## src/rtl/clz_unit.sv

```systemverilog
// Multi-cycle CLZ/CLO unit: scans the operand one nibble per cycle from the MSB
// and returns the leading-zero (or leading-one) count zero-extended to 32 bits.
module clz_unit (
    input  logic        clk,
    input  logic        rst,
    input  logic        start,
    input  logic        mode,
    input  logic [31:0] a,
    output logic        busy,
    output logic        done,
    output logic [31:0] result
);

    typedef enum logic [1:0] {
        IDLE = 2'd0,
        SCAN = 2'd1,
        DONE = 2'd2
    } state_t;

    state_t      state_q;
    logic [31:0] op_q;
    logic [5:0]  cnt_q;
    logic [5:0]  res_q;

    logic [3:0]  nib;
    logic [5:0]  cnt_d;
    logic [5:0]  res_d;

    // Leading zeros of a nonzero nibble (0..3).
    function automatic logic [1:0] nib_lz(input logic [3:0] n);
        logic [1:0] lz;
        casez (n)
            4'b1???: lz = 2'd0;
            4'b01??: lz = 2'd1;
            4'b001?: lz = 2'd2;
            default: lz = 2'd3;
        endcase
        return lz;
    endfunction

    always_comb begin
        nib   = op_q[31:28];
        cnt_d = cnt_q + 6'd4;
        res_d = cnt_q + {4'b0000, nib_lz(nib)};
    end

    always_ff @(posedge clk or posedge rst) begin
        if (rst) begin
            state_q <= IDLE;
            op_q    <= 32'h0;
            cnt_q   <= 6'd0;
            res_q   <= 6'd0;
        end else begin
            case (state_q)
                IDLE: begin
                    if (start) begin
                        op_q    <= mode ? ~a : a;
                        cnt_q   <= 6'd0;
                        state_q <= SCAN;
                    end
                end
                SCAN: begin
                    if (nib == 4'h0) begin
                        // An all-zero operand terminates after the eighth nibble.
                        if (cnt_d < 6'd32) begin
                            cnt_q <= cnt_d;
                            op_q  <= {op_q[27:0], 4'h0};
                        end else begin
                            res_q   <= 6'd32;
                            state_q <= DONE;
                        end
                    end else begin
                        res_q   <= res_d;
                        state_q <= DONE;
                    end
                end
                DONE: begin
                    state_q <= IDLE;
                end
                default: begin
                    state_q <= IDLE;
                end
            endcase
        end
    end

    assign busy   = (state_q == SCAN);
    assign done   = (state_q == DONE);
    assign result = {26'h0, res_q};

endmodule

```

## config.mk

```make
export PLATFORM = sky130hd
export DESIGN_NAME = clz_unit
export DESIGN_NICKNAME = d
export VERILOG_FILES = /design/src/rtl/clz_unit.sv
export SDC_FILE = /design/constraint.sdc
export NUM_CORES = 1
export LEC_CHECK = 0
export BUFFER_PORTS_ARGS = -buffer_cell sky130_fd_sc_hd__buf_4
export CAP_MARGIN = 20
export CORE_MARGIN = 2
export CORE_UTILIZATION = 47
export CTS_BUF_LIST = sky130_fd_sc_hd__clkbuf_16
export DETAILED_ROUTE_END_ITERATION = 10
export HOLD_SLACK_MARGIN = 0.06
export PLACE_DENSITY = 0.7
export SETUP_SLACK_MARGIN = 0.05
export SLEW_MARGIN = 10
export SYNTH_ARGS = -nofsm -noshare
export SYNTH_HDL_FRONTEND = slang
export SYNTH_SLANG_ARGS = --single-unit
```

## constraint.sdc

```tcl
create_clock -name clk -period 2.75 [get_ports clk]
set_input_delay 0 -clock clk [delete_from_list [all_inputs] [get_ports clk]]
set_output_delay 0 -clock clk [all_outputs]
set_load 0.03 [all_outputs]
```

==> out/qor.csv, run 1 <==
stage,metric,value,unit
place,IO Port Bufs,43,
floorplanning,total core area,5170,sq um
outcome,outcome,completed,
logic_synthesis,Syn Inst Count,278,
logic_synthesis,leading area contributor after synthesis,dfrtp_1,
sta,worst setup margin,0.760,ns
sta,Tightest Pin Transition,0.551,ns
power,cell internal pwr,1.74,mW
setup_path,CP Max Fanout,25,
power,sw frac,39.7,%
floorplanning,Core Rows,26,
grt,vias in the first global route,1762,
sta,Tmin final,1.99,ns
sta,Max Freq,503,MHz
grt,largest net degree at the start of global routing,53,
min_path,Hold EP,op_q[26],
setup_path,R2R Setup Slk,0.76,ns
logic_synthesis,register area share after synthesis,43.2,%
setup_path,Worst setup SP type,flop,
drt,WL per Instance,12.7,microns
job,max cap viols,0,
logic_synthesis,YS warnings,0,
clocking,hold_buf cts,6,
clocking,clk slew on worst S/H paths,0.06,ns
sta,Tcrit/Tclk final,72.4,%
logic_synthesis,Async SR Flop Fraction,100,%
drt,DR iter-0 viols,112,
grt,Overflow after GRT,0,
grt,first-pass GRT wire length,8280,microns
logic_synthesis,synthesized flop and latch total,44,
logic_synthesis,Synth Cell Area,2550,sq um
power,leak pwr,1.42,nW
drt,drt total wl,4950,microns
setup_path,R2R Path End,cnt_q[2],
logic_synthesis,synth unique cells,36,
setup_path,Reg2Reg Depth,5,
power,register share of total power,38.0,%
sta,Rel. slew slack,63.2,%
logic_synthesis,ys flop type,dfrtp_1,
sta,RSZ-0062 raised after global routing,no,
clocking,later-pin clock latency in the skew report,0.28,ns
clocking,TritonCTS buffer count,5,
floorplanning,die area,6030,sq um
logic_synthesis,area share of the largest cell type after synthesis,43.2,%
finish,fraction of layout cells with a size suffix above 1,19.9,%
grt,initial antenna violation count,0,
power,PwrDens,972,nW/um^2
floorplanning,chip height,77.7,microns
setup_path,Setup crit end kind,flop,
place,Final HPWL DP,3260,microns
power,peak supply drop,0.381,mV
clocking,post-CTS resize count,0,
min_path,min-delay src,a[26],
setup_path,Setup CP Type,flop to flop,
logic_synthesis,"top cells by area, synth","dfrtp_1, xnor2_1, nand2_1",
logic_synthesis,Post-synth EDFFs,0,
place,DP Cell Count,377,
finish,Synth-to-Final Area Change,16.6,%
clocking,setup repair bufs after CTS,0,
sta,setup skew after layout,0.00188,ns
grt,GRT Total Usage,17.1,%
clocking,H-tree levels,2,
power,Switch Pwr,1.15,mW
drt,Antenna Nets Post-Route,0,
clocking,TritonCTS clock tree,yes,
clocking,root buffer cell,clkbuf_16,
floorplanning,Die Wd,77.7,microns
power,Comb pwr share,42.4,%
sta,max-slew violations,0,
logic_synthesis,synthesized area per cell,9.18,sq um
drt,Vias/cell,4.96,
finish,antenna cells,0,
finish,Final #Nets,358,
power,Clk network pwr share,19.6,%
sta,Final TNS setup,0,ns
finish,Final Non-Filler Cells,391,
setup_path,Reg2Reg Launch Point,op_q[31],
drt,number of detailed-route iterations in the first pass,4,
clocking,CTS sink cnt,44,
drt,remaining routing DRC violations,0,
floorplanning,I/O pin cnt,70,
place,pre-CTS setup slack,0.778,ns
place,Final Wtd Congestion,0.775,
min_path,Hold Path Class,input pin to flop,
setup_path,CP required,2.92,ns
clocking,clock buffer depth,2,
setup_path,CP arrival,2.16,ns
floorplanning,Initial Utilization,49.3,%
sta,final setup vio count,0,
drt,via count,1939,
sta,Final Hold Fails,0,
min_path,Hold Crit Depth,5,
## cell type report
| class | instances | area (sq um) |
|---|---|---|
| clock buffer | 5 | 125 |
| clock inverter | 3 | 13.8 |
| fill | 484 | 2200 |
| inverter | 5 | 18.8 |
| multi-input combinational | 210 | 1210 |
| sequential | 44 | 1100 |
| tap | 70 | 87.6 |
| timing repair buffer | 54 | 420 |
## cell usage in the layout, fill, tap and decap left out, types with 2 or more instances in the layout
cell type | Yosys | routed
ha_1 | 2 | 2
clkinv_2 | 0 | 2
conb_1 | 1 | 27
nor2_1 | 7 | 7
nand2_1 | 57 | 57
o21ai_0 | 29 | 29
dfrtp_1 | 44 | 44
a22o_1 | 4 | 4
buf_4 | 26 | 48
o22ai_1 | 24 | 24
a21oi_1 | 6 | 6
xnor2_1 | 33 | 33
inv_1 | 4 | 4
o2bb2ai_1 | 4 | 4
dlygate4sd3_1 | 0 | 6
clkbuf_16 | 0 | 5
## Yosys cell counts, types with 2 or more instances
cell and count:
nor2_1 7, xnor2_1 33, o21ai_0 29, a22o_1 4, clkbuf_1 7, buf_2 4
ha_1 2, o2bb2ai_1 4, buf_4 26, o22ai_1 24, nand2_1 57, inv_1 4
a21oi_1 6, buf_6 4, dfrtp_1 44, buf_1 2, clkbuf_8 2
## metrics by stage
stage / util, % / cell area, sq um / power, mW / hold WS, ns
global route: 57.5 / 2970 / 3.12 / 0.142
detailed placement: 53.7 / 2780 / 2.33 / 0.197
finish: 57.5 / 2970 / 2.89 / 0.120
CTS: 57.5 / 2970 / 2.91 / 0.117
global placement: 53.7 / 2780 / 2.30 / 0.184
floorplan: - / 2650 / 2.09 / 0.192
## sequential cells by signal, indices dropped and copies added, names as in the netlist
name,flops
state_q,2
res_q,6
op_q,32
cnt_q,4
## power groups by stage
stage,clock (mW),combinational [mW],sequential (mW)
floorplan,0,0.964,1.12
global placement,0,1.20,1.10
global route,0.607,1.38,1.13
finish,0.567,1.23,1.10
CTS,0.578,1.23,1.10
detailed placement,0,1.23,1.11
## per-layer routing
| layer | vias up | share of wire, % | track usage [%] |
|---|---|---|---|
| met4 | 0 | 0.85 | 4.29 |
| met2 | 53 | 50 | 27.6 |
| li1 | 962 | - | - |
| met3 | 5 | 4.8 | 4.42 |
| met5 | - | 0 | 0 |
| met1 | 919 | 45 | 23.0 |
## critical path, cell delays in order, from the launching register on
cell and delay (ns):
dfrtp_1 0.41, or4_4 0.58, a211oi_4 0.20, a21oi_2 0.13
buf_4 0.26, mux2_2 0.29
## how the worst max path moves through the flow
| stage | start | endpoint | slack (ns) | depth (start not counted) |
|---|---|---|---|---|
| after global placement | op_q[31] | cnt_q[2] | 0.80 | 5 |
| after global routing | op_q[31] | cnt_q[2] | 0.70 | 5 |
| after detailed placement | op_q[31] | cnt_q[2] | 0.78 | 5 |
| final | op_q[31] | cnt_q[2] | 0.76 | 5 |
| after floorplan | op_q[31] | op_q[10] | 1.08 | 5 |
| after CTS | op_q[31] | cnt_q[2] | 0.76 | 5 |
## cells by family after synthesis
family	Yosys count	synth area share (%)
compound gates	73	18.0
simple gates	72	11.9
buf+inv	50	13.3
flops	44	43.2
xor+xnor	34	11.7
fa+ha+maj	2	0.981
mux	2	0.834
other cells	1	0.147
(Power assumes the default switching activity.)
==> inputs of run 2 (changes only) <==
clock period = 2 ns   (was 2.75 ns; I/O delays follow)
==> out/qor.csv, run 2 (same netlist as run 1, synthesis figures left out) <==
stage,metric,value,unit,change
outcome,outcome,completed,,
grt,Overflow after GRT,0,,unchanged
min_path,Hold Path Class,input pin to flop,,
finish,Multi-input gate area,1210,sq um,+0.62%
grt,largest net degree at the start of global routing,53,,unchanged
job,max cap viols,0,,unchanged
clocking,H-tree levels,2,,unchanged
clocking,TritonCTS buffer count,5,,unchanged
sta,final setup vio count,0,,unchanged
power,leak pwr,1.44,nW,+1.6%
sta,Tightest Pin Transition,0.627,ns,+0.0756 ns
finish,max reg flops,32,,unchanged
drt,via count,1912,,-1.4%
setup_path,Reg2Reg Depth,5,,unchanged
min_path,min-delay src,start,,
finish,Final #Nets,360,,+0.56%
sta,Final Hold Fails,0,,unchanged
drt,WL per Instance,12.4,microns,-2.1%
clocking,TritonCTS clock tree,yes,,
setup_path,CP Max Fanout,23,,-8.0%
floorplanning,Core Rows,26,,unchanged
clocking,root buffer cell,clkbuf_16,,
finish,most frequent cells in the layout,"nand2_1, buf_4, dfrtp_1",,
finish,design area,3030,sq um,+1.8%
finish,antenna cells,0,,unchanged
drt,Vias/cell,4.87,,-1.9%
sta,Rel. slew slack,58.1,%,-5.1 points
drt,Antenna Nets Post-Route,0,,unchanged
drt,DR iter-0 viols,78,,-30%
drt,remaining routing DRC violations,0,,unchanged
place,Final HPWL DP,3300,microns,+1.1%
sta,Tmin final,1.88,ns,-0.114 ns
drt,drt total wl,4870,microns,-1.6%
floorplanning,I/O pin cnt,70,,unchanged
finish,register with the most flip-flops,op_q,,
place,IO Port Bufs,43,,unchanged
grt,first-pass GRT wire length,8010,microns,-3.3%
power,peak supply drop,0.544,mV,+43%
drt,number of detailed-route iterations in the first pass,4,,unchanged
clocking,later-pin clock latency in the skew report,0.28,ns,about the same
clocking,clock buffer depth,2,,unchanged
setup_path,Reg2Reg Launch Point,op_q[31],,
min_path,Hold EP,state_q[0],,
place,Final Wtd Congestion,0.817,,+5.4%
sta,Max Freq,533,MHz,+6.1%
finish,Synth-to-Final Area Change,18.6,%,
power,PwrDens,1370,nW/um^2,+41%
setup_path,R2R Path End,op_q[15],,
clocking,setup repair bufs after CTS,0,,unchanged
grt,initial antenna violation count,0,,unchanged
floorplanning,chip height,77.7,microns,unchanged
sta,RSZ-0062 raised after global routing,yes,,
finish,Register Area,1100,sq um,unchanged
finish,fraction of layout cells with a size suffix above 1,21.1,%,+1.1 points
grt,GRT Total Usage,16.7,%,-0.37 points
finish,"most common cell after layout, fill and taps aside",nand2_1,,
setup_path,Setup CP Type,flop to flop,,
setup_path,R2R Setup Slk,0.12,ns,-0.64 ns
setup_path,CP arrival,2.08,ns,-0.08 ns
sta,Tcrit/Tclk final,93.8,%,+21 points
floorplanning,Die Wd,77.7,microns,unchanged
clocking,CTS sink cnt,44,,unchanged
grt,vias in the first global route,1720,,-2.4%
floorplanning,die area,6030,sq um,unchanged
sta,setup skew after layout,0.00480,ns,+0.00291 ns
setup_path,Setup crit end kind,flop,,
finish,number of fill cells in the layout,465,,-3.9%
clocking,clk slew on worst S/H paths,0.06,ns,about the same
sta,Final TNS setup,0,ns,unchanged
sta,max-slew violations,0,,unchanged
setup_path,CP required,2.20,ns,-0.72 ns
finish,biggest regs,"op_q x32, res_q x6, cnt_q x4",,
place,placed inst area,2800,sq um,+0.81%
floorplanning,Initial Utilization,49.3,%,unchanged
min_path,Hold Crit Depth,3,,-2
setup_path,Worst setup SP type,flop,,
floorplanning,total core area,5170,sq um,unchanged
-- run 2: changes by cell type in the layout (fill, tap and decap cells not counted), sizes merged --
cell,change
buf,+3
bufinv,+1
clkinv,-2
clkinvlp,+1
dlygate4sd3,-1
-- run 2: critical path, stage by stage, from the launching register on --
cell      delay, ns
dfrtp_1        0.41
or4_4          0.58
a211oi_4       0.27
a21oi_4        0.18
buf_4          0.23
o22ai_1        0.13
-- run 2: area by class of cell --
class                      count  area share [%]
clock buffer                   5            4.13
clock inverter                 3            1.41
inverter                       5           0.620
multi-input combinational    210            40.1
sequential                    44            36.4
tap                           70            2.89
timing repair buffer          56            14.4
-- run 2: worst max path at each step --
stage,startpoint,end,slack (ns),cells after the start
floorplan,op_q[31],op_q[10],0.33,5
global placement,cnt_q[4],op_q[19],0.03,5
detailed placement,cnt_q[4],op_q[10],-0.03,5
CTS,op_q[31],cnt_q[4],0.09,5
global route,op_q[31],op_q[30],0.04,5
finish,op_q[31],op_q[15],0.12,5
-- run 2: power by group --
group	internal, mW	switching (mW)
combinational	0.689	1.03
clock	0.586	0.330
sequential	1.28	0.228
total	2.56	1.59
-- run 2: metrics by stage --
stage | setup WS (ns) | hold slack [ns] | cells | total power [mW] | utilization (%)
after floorplan | 0.335 | 0.192 | 304 | 2.87 | -
after detailed placement | -0.0309 | 0.182 | 380 | 3.24 | 54.1
final | 0.124 | 0.0968 | 393 | 4.15 | 58.5
after CTS | 0.0908 | 0.0894 | 393 | 4.18 | 58.4
after global placement | 0.0272 | 0.178 | 380 | 3.19 | 54.1
after global routing | 0.0385 | 0.137 | 393 | 4.45 | 58.5
-- run 2: metal layers --
layer / vias up / share of wire [%] / global-route usage [%]
met5: - / 0 / 0
met2: 68 / 49 / 26.1
li1: 968 / - / -
met3: 12 / 5.9 / 3.84
met4: 0 / 2.3 / 7.68
met1: 864 / 43 / 22.1
-- run 2: repair_timing --
action / in CTS / in global routing
setup endpoints to repair: 13 / 8
resized for setup: 1 / 1
pin swaps: 0 / 0
hold buffers: 5 / 0
endpoints found under the hold margin: 48 / 0
